[config.mk]
export PLATFORM = sky130hd
export DESIGN_NAME = uart_rx_frame_flat
export DESIGN_NICKNAME = d
export VERILOG_FILES = /design/src/rtl/uart_rx_frame_if.sv /design/src/rtl/uart_rx_frame.sv /design/src/flat_wrapper.sv
export SDC_FILE = /design/constraint.sdc
export NUM_CORES = 1
export LEC_CHECK = 0
export ABC_AREA = 1
export BUFFER_PORTS_ARGS = -buffer_cell sky130_fd_sc_hd__clkbuf_2
export CORE_MARGIN = 2
export CORE_UTILIZATION = 29
export DETAILED_ROUTE_END_ITERATION = 16
export GPL_TIMING_DRIVEN = 0
export PLACE_DENSITY_LB_ADDON = 0.12
export SYNTH_ARGS = -nofsm -noshare
export SYNTH_HDL_FRONTEND = slang
export SYNTH_SLANG_ARGS = --single-unit
[constraint.sdc]
create_clock -name clk -period 2.5 [get_ports clk]
set_input_delay 0 -clock clk [delete_from_list [all_inputs] [get_ports clk]]
set_output_delay 0 -clock clk [all_outputs]
set_load 0.01 [all_outputs]
[src/rtl/uart_rx_frame_if.sv]
// uart_rx_frame_if: serial line, frame configuration and received-frame status
// for the UART receive framer. The optional break output exists only when
// RX_BREAK_DETECT_EN is defined.
interface uart_rx_frame_if;
  logic        Rx_i;
  logic [11:0] AcqPeriod_i;
  logic [7:0]  BitCompensation_i;
  logic        p_ParityEnable_i;
  logic        p_BigEnd_i;
  logic        ParityMethod_i;
  logic [7:0]  Data_o;
  logic        p_DataValid_o;
  logic        p_ParityErr_o;
  logic        p_FrameErr_o;
  logic        p_Busy_o;
`ifdef RX_BREAK_DETECT_EN
  logic        p_Break_o;

  modport master (
    output Rx_i, AcqPeriod_i, BitCompensation_i, p_ParityEnable_i, p_BigEnd_i, ParityMethod_i,
    input  Data_o, p_DataValid_o, p_ParityErr_o, p_FrameErr_o, p_Busy_o, p_Break_o
  );
  modport slave (
    input  Rx_i, AcqPeriod_i, BitCompensation_i, p_ParityEnable_i, p_BigEnd_i, ParityMethod_i,
    output Data_o, p_DataValid_o, p_ParityErr_o, p_FrameErr_o, p_Busy_o, p_Break_o
  );
`else
  modport master (
    output Rx_i, AcqPeriod_i, BitCompensation_i, p_ParityEnable_i, p_BigEnd_i, ParityMethod_i,
    input  Data_o, p_DataValid_o, p_ParityErr_o, p_FrameErr_o, p_Busy_o
  );
  modport slave (
    input  Rx_i, AcqPeriod_i, BitCompensation_i, p_ParityEnable_i, p_BigEnd_i, ParityMethod_i,
    output Data_o, p_DataValid_o, p_ParityErr_o, p_FrameErr_o, p_Busy_o
  );
`endif
endinterface

[src/rtl/uart_rx_frame.sv]
// uart_rx_frame: UART receive framer. Synchronises Rx, validates the start bit,
// majority-votes every bit over a programmable sample window and reports one
// byte per frame with parity and framing status.
// Optional feature macro: RX_BREAK_DETECT_EN (break pulse + wait for idle line).
module uart_rx_frame #(
  parameter logic [11:0] MIN_PERIOD = 12'd4,
  parameter int          DATA_BITS  = 8
) (
  input  logic           clk,
  input  logic           rst,
  uart_rx_frame_if.slave bus
);
  localparam int IDX_W = $clog2(DATA_BITS);
  localparam logic [IDX_W-1:0] LAST_IDX = IDX_W'(DATA_BITS - 1);
  localparam logic [IDX_W-1:0] IDX_ONE  = IDX_W'(1);

  typedef enum logic [2:0] {
    IDLE    = 3'd0,
    START   = 3'd1,
    DATA    = 3'd2,
    PARITY  = 3'd3,
    STOP    = 3'd4,
    DONE    = 3'd5,
    BRKWAIT = 3'd6
  } state_t;

  state_t state, stateNext;

  logic rxMeta, rxS, rxPrev;
  logic fallEdge;

  // Frame configuration captured when a start edge is accepted
  logic [11:0] periodLat, upLat, downLat;
  logic        singleLat, parEnLat, bigEndLat, oddLat;

  // Configuration as it would be captured this cycle
  logic [11:0] pEff, upRaw, downRaw, upEff, downEff;

  logic [11:0] cnt, halfP;
  logic [4:0]  ones, samples;
  logic        lastCnt, inWin, vote, stopDecide, stopVal;

  logic [IDX_W-1:0]     bitIdx;
  logic [DATA_BITS-1:0] shReg, shNext, dataReg;
  logic                 parBit, parErrReg, frameErrReg;
  logic                 busyC, validC;
`ifdef RX_BREAK_DETECT_EN
  logic brkReg, breakC;
`endif

  assign fallEdge = rxPrev & ~rxS;

  assign pEff    = (bus.AcqPeriod_i < MIN_PERIOD) ? MIN_PERIOD : bus.AcqPeriod_i;
  assign upRaw   = {8'd0, bus.BitCompensation_i[7:4]};
  assign downRaw = {8'd0, bus.BitCompensation_i[3:0]};
  assign upEff   = (upRaw > pEff - 12'd1) ? pEff - 12'd1 : upRaw;
  assign downEff = (downRaw > pEff - 12'd1) ? pEff - 12'd1 : downRaw;

  // The window always ends before P-1, so the per-bit decision at P-1 sees a complete tally
  assign halfP      = periodLat >> 1;
  assign lastCnt    = (cnt == periodLat - 12'd1);
  assign inWin      = singleLat ? (cnt == halfP) : ((cnt >= downLat) && (cnt < upLat));
  assign vote       = ({ones, 1'b0} >= {1'b0, samples});
  // Stop bit is judged at the window end so the receiver re-arms early
  assign stopDecide = singleLat ? (cnt == halfP) : (cnt == upLat);
  assign stopVal    = singleLat ? rxS : vote;

  // Shift-in of the voted bit, LSB-first or MSB-first
  genvar gi;
  generate
    for (gi = 0; gi < DATA_BITS; gi++) begin : g_shift
      if (gi == 0) begin : g_lo
        assign shNext[gi] = bigEndLat ? vote : shReg[gi+1];
      end else if (gi == DATA_BITS - 1) begin : g_hi
        assign shNext[gi] = bigEndLat ? shReg[gi-1] : vote;
      end else begin : g_mid
        assign shNext[gi] = bigEndLat ? shReg[gi-1] : shReg[gi+1];
      end
    end
  endgenerate

  // Two-flop synchroniser plus edge-detect history, preset to the idle level
  always_ff @(posedge clk or negedge rst) begin
    if (!rst) begin
      rxMeta <= 1'b1;
      rxS    <= 1'b1;
      rxPrev <= 1'b1;
    end else begin
      rxMeta <= bus.Rx_i;
      rxS    <= rxMeta;
      rxPrev <= rxS;
    end
  end

  // FSM state register
  always_ff @(posedge clk or negedge rst) begin
    if (!rst) state <= IDLE;
    else      state <= stateNext;
  end

  // FSM next-state logic
  always_comb begin
    stateNext = state;
    case (state)
      IDLE:    if (fallEdge) stateNext = START;
      START:   if (lastCnt) stateNext = vote ? IDLE : DATA;
      DATA:    if (lastCnt && (bitIdx == LAST_IDX)) stateNext = parEnLat ? PARITY : STOP;
      PARITY:  if (lastCnt) stateNext = STOP;
      STOP:    if (stopDecide) stateNext = DONE;
`ifdef RX_BREAK_DETECT_EN
      DONE:    stateNext = brkReg ? BRKWAIT : IDLE;
      BRKWAIT: if (rxS) stateNext = IDLE;
`else
      DONE:    stateNext = IDLE;
`endif
      default: stateNext = IDLE;
    endcase
  end

  // FSM outputs decoded from state
  always_comb begin
    busyC  = (state != IDLE);
    validC = (state == DONE);
`ifdef RX_BREAK_DETECT_EN
    breakC = (state == DONE) && brkReg;
`endif
  end

  // Bit timing, voting, shifting and frame result registers
  always_ff @(posedge clk or negedge rst) begin
    if (!rst) begin
      cnt         <= '0;
      ones        <= '0;
      samples     <= '0;
      bitIdx      <= '0;
      periodLat   <= '0;
      upLat       <= '0;
      downLat     <= '0;
      singleLat   <= 1'b0;
      parEnLat    <= 1'b0;
      bigEndLat   <= 1'b0;
      oddLat      <= 1'b0;
      shReg       <= '0;
      dataReg     <= '0;
      parBit      <= 1'b0;
      parErrReg   <= 1'b0;
      frameErrReg <= 1'b0;
`ifdef RX_BREAK_DETECT_EN
      brkReg      <= 1'b0;
`endif
    end else if (state == IDLE) begin
      cnt     <= '0;
      ones    <= '0;
      samples <= '0;
      bitIdx  <= '0;
      if (fallEdge) begin
        periodLat <= pEff;
        upLat     <= upEff;
        downLat   <= downEff;
        singleLat <= (upEff <= downEff);
        parEnLat  <= bus.p_ParityEnable_i;
        bigEndLat <= bus.p_BigEnd_i;
        oddLat    <= bus.ParityMethod_i;
        parBit    <= 1'b0;
      end
    end else begin
      if (lastCnt) begin
        cnt     <= '0;
        ones    <= '0;
        samples <= '0;
      end else begin
        cnt <= cnt + 12'd1;
        if (inWin) begin
          samples <= samples + 5'd1;
          ones    <= ones + {4'd0, rxS};
        end
      end
      if ((state == DATA) && lastCnt) begin
        shReg  <= shNext;
        bitIdx <= bitIdx + IDX_ONE;
      end
      if ((state == PARITY) && lastCnt) parBit <= vote;
      if ((state == STOP) && stopDecide) begin
        dataReg     <= shReg;
        parErrReg   <= parEnLat & (^shReg ^ parBit ^ oddLat);
        frameErrReg <= ~stopVal;
`ifdef RX_BREAK_DETECT_EN
        brkReg      <= (shReg == '0) & (~parEnLat | ~parBit) & ~stopVal;
`endif
      end
    end
  end

  assign bus.Data_o        = dataReg;
  assign bus.p_DataValid_o = validC;
  assign bus.p_ParityErr_o = parErrReg;
  assign bus.p_FrameErr_o  = frameErrReg;
  assign bus.p_Busy_o      = busyC;
`ifdef RX_BREAK_DETECT_EN
  assign bus.p_Break_o     = breakC;
`endif

endmodule

[src/flat_wrapper.sv]
// flat-port wrapper written by rule: the top's interface ports become plain ports
module uart_rx_frame_flat 
#(
  parameter logic [11:0] MIN_PERIOD = 12'd4,
  parameter int          DATA_BITS  = 8
)
  (clk, rst, bus_Rx_i, bus_AcqPeriod_i, bus_BitCompensation_i, bus_p_ParityEnable_i, bus_p_BigEnd_i, bus_ParityMethod_i, bus_Data_o, bus_p_DataValid_o, bus_p_ParityErr_o, bus_p_FrameErr_o, bus_p_Busy_o);
  uart_rx_frame_if bus_i ();
  input  logic clk;
  input  logic rst;
  input wire logic [$bits(bus_i.Rx_i)-1:0] bus_Rx_i;
  input wire logic [$bits(bus_i.AcqPeriod_i)-1:0] bus_AcqPeriod_i;
  input wire logic [$bits(bus_i.BitCompensation_i)-1:0] bus_BitCompensation_i;
  input wire logic [$bits(bus_i.p_ParityEnable_i)-1:0] bus_p_ParityEnable_i;
  input wire logic [$bits(bus_i.p_BigEnd_i)-1:0] bus_p_BigEnd_i;
  input wire logic [$bits(bus_i.ParityMethod_i)-1:0] bus_ParityMethod_i;
  output wire logic [$bits(bus_i.Data_o)-1:0] bus_Data_o;
  output wire logic [$bits(bus_i.p_DataValid_o)-1:0] bus_p_DataValid_o;
  output wire logic [$bits(bus_i.p_ParityErr_o)-1:0] bus_p_ParityErr_o;
  output wire logic [$bits(bus_i.p_FrameErr_o)-1:0] bus_p_FrameErr_o;
  output wire logic [$bits(bus_i.p_Busy_o)-1:0] bus_p_Busy_o;
  assign bus_i.Rx_i = bus_Rx_i;
  assign bus_i.AcqPeriod_i = bus_AcqPeriod_i;
  assign bus_i.BitCompensation_i = bus_BitCompensation_i;
  assign bus_i.p_ParityEnable_i = bus_p_ParityEnable_i;
  assign bus_i.p_BigEnd_i = bus_p_BigEnd_i;
  assign bus_i.ParityMethod_i = bus_ParityMethod_i;
  assign bus_Data_o = bus_i.Data_o;
  assign bus_p_DataValid_o = bus_i.p_DataValid_o;
  assign bus_p_ParityErr_o = bus_i.p_ParityErr_o;
  assign bus_p_FrameErr_o = bus_i.p_FrameErr_o;
  assign bus_p_Busy_o = bus_i.p_Busy_o;
  uart_rx_frame #(.MIN_PERIOD(MIN_PERIOD), .DATA_BITS(DATA_BITS)) u_core (.clk(clk), .rst(rst), .bus(bus_i));
endmodule
==> impl_results.html <==
<table>
<tr><th>Metric</th><th>Value</th></tr>
<tr><th colspan="2">Clock tree</th></tr>
<tr><td>H-tree depth</td><td>3</td></tr>
<tr><td>TritonCTS sink count</td><td>90</td></tr>
<tr><td>Root buffer selected by CTS</td><td>clkbuf_16</td></tr>
<tr><td>TritonCTS Buffers</td><td>9</td></tr>
<tr><td>Clock transition at the registers of the reported paths</td><td>0.07 ns</td></tr>
<tr><td>Clock tree from TritonCTS</td><td>built</td></tr>
<tr><td>Insertion delay of the later-clocked pin in the worst-skew pair</td><td>0.36 ns</td></tr>
<tr><td>Deepest clock path buffer count</td><td>2</td></tr>
<tr><th colspan="2">Global route</th></tr>
<tr><td>Largest net degree at the start of global routing</td><td>51</td></tr>
<tr><td>Vias in the first global route</td><td>5,601</td></tr>
<tr><td>GR Layer Usage met1</td><td>21.6%</td></tr>
<tr><td>Initial antenna violation count</td><td>0</td></tr>
<tr><td>Global-route track usage on met3</td><td>2.68%</td></tr>
<tr><td>GRT Util Overall</td><td>15.8%</td></tr>
<tr><td>Wire length of the first global-routing pass</td><td>28.3 mm</td></tr>
<tr><td>Congestion Overflow GR</td><td>0</td></tr>
<tr><td>Met2 demand-to-capacity share in global routing</td><td>26.3%</td></tr>
<tr><td>Peak-usage layer in the global routing report</td><td>met2</td></tr>
<tr><th colspan="2">Synth</th></tr>
<tr><td>Synthesis warning total</td><td>0</td></tr>
<tr><td>Number of synthesized flops with an enable pin</td><td>0</td></tr>
<tr><td>Number of cells produced by synthesis</td><td>823</td></tr>
<tr><td>Mean cell area of the mapped netlist</td><td>7.60 sq um</td></tr>
<tr><td>Asr flop ratio synth</td><td>100%</td></tr>
<tr><td>Register bit count reported by yosys</td><td>90</td></tr>
<tr><td>Yosys top cell by area</td><td>dfrtp_1</td></tr>
<tr><td>Top-area cell type share of the netlist area</td><td>34.8%</td></tr>
<tr><td>Unique masters post-synth</td><td>53</td></tr>
<tr><td>Prevailing post-synth register cell</td><td>dfrtp_1</td></tr>
<tr><td>Part of the Yosys area used for sequential elements</td><td>36.1%</td></tr>
<tr><td>Cells taking the most area after synthesis</td><td>dfrtp_1 (35%), ha_1 (11%), nand2_1 (11%)</td></tr>
<tr><td>Post-Synthesis Cell Area</td><td>0.00625 sq mm</td></tr>
<tr><td>Top cells by instance count after synthesis</td><td>nand2_1 (180), inv_1 (108), dfrtp_1 (87)</td></tr>
<tr><td>Most frequent cell after synthesis</td><td>nand2_1</td></tr>
<tr><th colspan="2">Power</th></tr>
<tr><td>Total leakage power</td><td>3.92 nW</td></tr>
<tr><td>Power density cells</td><td>762 mW/mm^2</td></tr>
<tr><td>Peak ir drop on the vdd network</td><td>306 uV</td></tr>
<tr><th colspan="2">Route</th></tr>
<tr><td>Vias per inst</td><td>4.57</td></tr>
<tr><td>Wire length per cell after detailed routing</td><td>13.8 microns</td></tr>
<tr><td>DR iter-0 viols</td><td>192</td></tr>
<tr><td>Number of routed nets with antenna violations</td><td>0</td></tr>
<tr><td>Number of vias after detailed routing</td><td>5,595</td></tr>
<tr><td>First-pass iteration count of the detailed router</td><td>4</td></tr>
<tr><td>DR DRC count</td><td>0</td></tr>
<tr><td>Final wirelength</td><td>16.9 mm</td></tr>
<tr><th colspan="2">Placed design</th></tr>
<tr><td>IO buf count</td><td>37</td></tr>
<tr><td>Setup WS pre-CTS</td><td>-0.909 ns</td></tr>
<tr><td>Instance area after placement</td><td>0.00691 sq mm</td></tr>
<tr><td>Detailed placement HPWL</td><td>12.5 mm</td></tr>
<tr><td>RD Place Congestion</td><td>0.847</td></tr>
<tr><th colspan="2">Timing</th></tr>
<tr><td>Final Slew Violations</td><td>0</td></tr>
<tr><td>Clock period minus final worst setup slack</td><td>2.64 ns</td></tr>
<tr><td>RSZ-0062 raised after global routing</td><td>true</td></tr>
<tr><td>Headroom to the max-slew limit</td><td>50.2%</td></tr>
<tr><td>Final total negative setup slack</td><td>-0.138 ns</td></tr>
<tr><td>Final period utilization</td><td>106%</td></tr>
<tr><td>Final setup violation count</td><td>1</td></tr>
<tr><td>Tightest Pin Transition</td><td>0.747 ns</td></tr>
<tr><td>Worst-case clock skew</td><td>0.00991 ns</td></tr>
<tr><td>Hold Fails Final Rpt</td><td>0</td></tr>
<tr><td>Final Worst Setup Slack</td><td>-0.138 ns</td></tr>
<tr><td>Maximum clock frequency</td><td>379 MHz</td></tr>
<tr><th colspan="2">Setup path</th></tr>
<tr><td>Crit path launch type</td><td>primary input</td></tr>
<tr><td>CP Class</td><td>primary input to register</td></tr>
<tr><td>Largest fanout on the critical path</td><td>6</td></tr>
<tr><td>Arrival time worst endpoint</td><td>2.91 ns</td></tr>
<tr><td>Data required, critical path</td><td>2.78 ns</td></tr>
<tr><td>CP endpoint kind</td><td>register</td></tr>
<tr><th colspan="2">Floorplan</th></tr>
<tr><td>Y dimension of the die</td><td>151 microns</td></tr>
<tr><td>Die width</td><td>151 microns</td></tr>
<tr><td>Placeable core region</td><td>0.0211 sq mm</td></tr>
<tr><td>Effective utilization at floorplan</td><td>29.6%</td></tr>
<tr><td>Total die area</td><td>0.0227 sq mm</td></tr>
<tr><td>Row count</td><td>53</td></tr>
<tr><td>Boundary pin count</td><td>38</td></tr>
<tr><th colspan="2">Cells and area</th></tr>
<tr><td>Filler cell count</td><td>2,245</td></tr>
<tr><td>Fraction of layout instances using a drive strength above 1</td><td>20.6%</td></tr>
<tr><td>Synthesis-to-finish area growth</td><td>28.5%</td></tr>
<tr><td>Antenna cells</td><td>0</td></tr>
<tr><td>Nets</td><td>1,025</td></tr>
<tr><td>Final design instance area without fill</td><td>0.00803 sq mm</td></tr>
<tr><th colspan="2">Min path</th></tr>
<tr><td>Class of the most critical hold timing path</td><td>primary input to register</td></tr>
<tr><th colspan="2">Flow run</th></tr>
<tr><td>Maximum Capacitance Violations</td><td>0</td></tr>
<tr><th colspan="2">Status</th></tr>
<tr><td>Violations in the final reports</td><td>negative setup slack</td></tr>
<tr><td>Run status</td><td>complete, but fails checks</td></tr>
</table>
-- state kept, by name, summed over array words and instances (netlist names), 3 cells and up --
signal             cells
u_core.samples         5
u_core.ones            5
u_core.cnt            12
u_core.shReg           8
u_core.periodLat      12
u_core.state           3
u_core.downLat        12
u_core.bus.Data_o      8
u_core.upLat          12
u_core.bitIdx          3
-- cells by family (layout without fill, tap and decap cells) --
logic type               Yosys count  count (layout)  share of synthesized area [%]
AO/OA/AOI/OAI                     99              99                           8.77
XOR/XNOR                          34              34                           4.76
adder cells (fa/ha/maj)           56              56                           11.2
buffers and inverters            134             245                           8.65
flip-flops                        90              90                           36.1
multiplexers                       1               1                          0.160
other                              2              16                          0.120
AND/OR/NAND/NOR                  407             407                           30.3
-- cell type report --
class,count,area [sq um],area share [%]
Buffer,16,96.3,1.20
Tap cell,275,344,4.28
Clock buffer,9,225,2.80
Sequential cell,90,2260,28.1
Multi-Input combinational cell,613,3780,47.1
Clock inverter,7,92.6,1.15
Inverter,118,453,5.64
Timing Repair Buffer,95,783,9.75
-- worst paths after layout --
check                      depth (start not counted)                 to                      from  slack (ns)
max reg2reg                                        9  u_core.samples[1]             u_core.cnt[3]        0.11
max in group asynchronous                          3      u_core.rxPrev                       rst        1.50
min reg2reg                                        0         u_core.rxS             u_core.rxMeta        0.36
min                                                5  u_core.downLat[2]  bus_BitCompensation_i[2]       0.002
min in group asynchronous                          2   u_core.upLat[10]                       rst        0.28
max                                               22   u_core.singleLat        bus_AcqPeriod_i[5]       -0.14
-- stage by stage --
stage | std cells | hold WS (ns) | power (mW) | utilization (%)
after floorplan | 837 | -0.296 | 3.79 | -
after global placement | 1149 | 0.0999 | 4.50 | 32.6
after detailed placement | 1150 | 0.0920 | 4.51 | 32.8
after CTS | 1213 | 0.000981 | 6.11 | 37.2
after global routing | 1223 | 0.0316 | 6.64 | 38.1
final | 1223 | 0.00184 | 6.12 | 38.1
-- timing repair --
item	in CTS	in global routing
resized for setup	50	39
setup buffers	34	9
hold buffers	15	1
pin swaps	34	33
setup endpoints to repair	11	30
endpoints found under the hold margin	61	1
-- per-layer routing --
metal,share of wire [%],wire [microns]
met1,50,8360
met2,47,7980
met3,2.3,384
met4,0.91,154
met5,0,0
-- critical path, stage by stage --
cell and delay [ns]:
clkbuf_4 0.15, inv_2 0.06, nand3_2 0.09, inv_2 0.05, nand2_4 0.11, nand2_4 0.07
ha_4 0.18, xor2_4 0.20, ha_1 0.31, nand2_2 0.06, nor2_2 0.11, a211oi_2 0.05
a21oi_2 0.23, nand3_2 0.16, nand2_2 0.11, and2_4 0.16, ha_4 0.21, a21oi_2 0.14
o21ai_1 0.09, nand2_1 0.09, o2111ai_2 0.14, a31oi_1 0.15
-- power breakdown --
| part | internal [mW] | switching (mW) |
|---|---|---|
| logic | 1.00 | 1.67 |
| registers | 1.70 | 0.256 |
| clock network | 0.805 | 0.683 |
-- layout by cell type, fill, tap and decap left out, drive strengths merged, types with 4 or more instances in the layout --
master       count
clkbuf          51
nor2            94
conb            16
ha              56
a21oi           32
buf             53
nor3            20
dfrtp           87
dlygate4sd3     16
and2             5
nand3           61
nand2          184
clkinv           4
nand4           32
xor2            20
xnor2           14
o21ai           51
inv            120
Note: power is estimated with default switching activity, not from simulation.
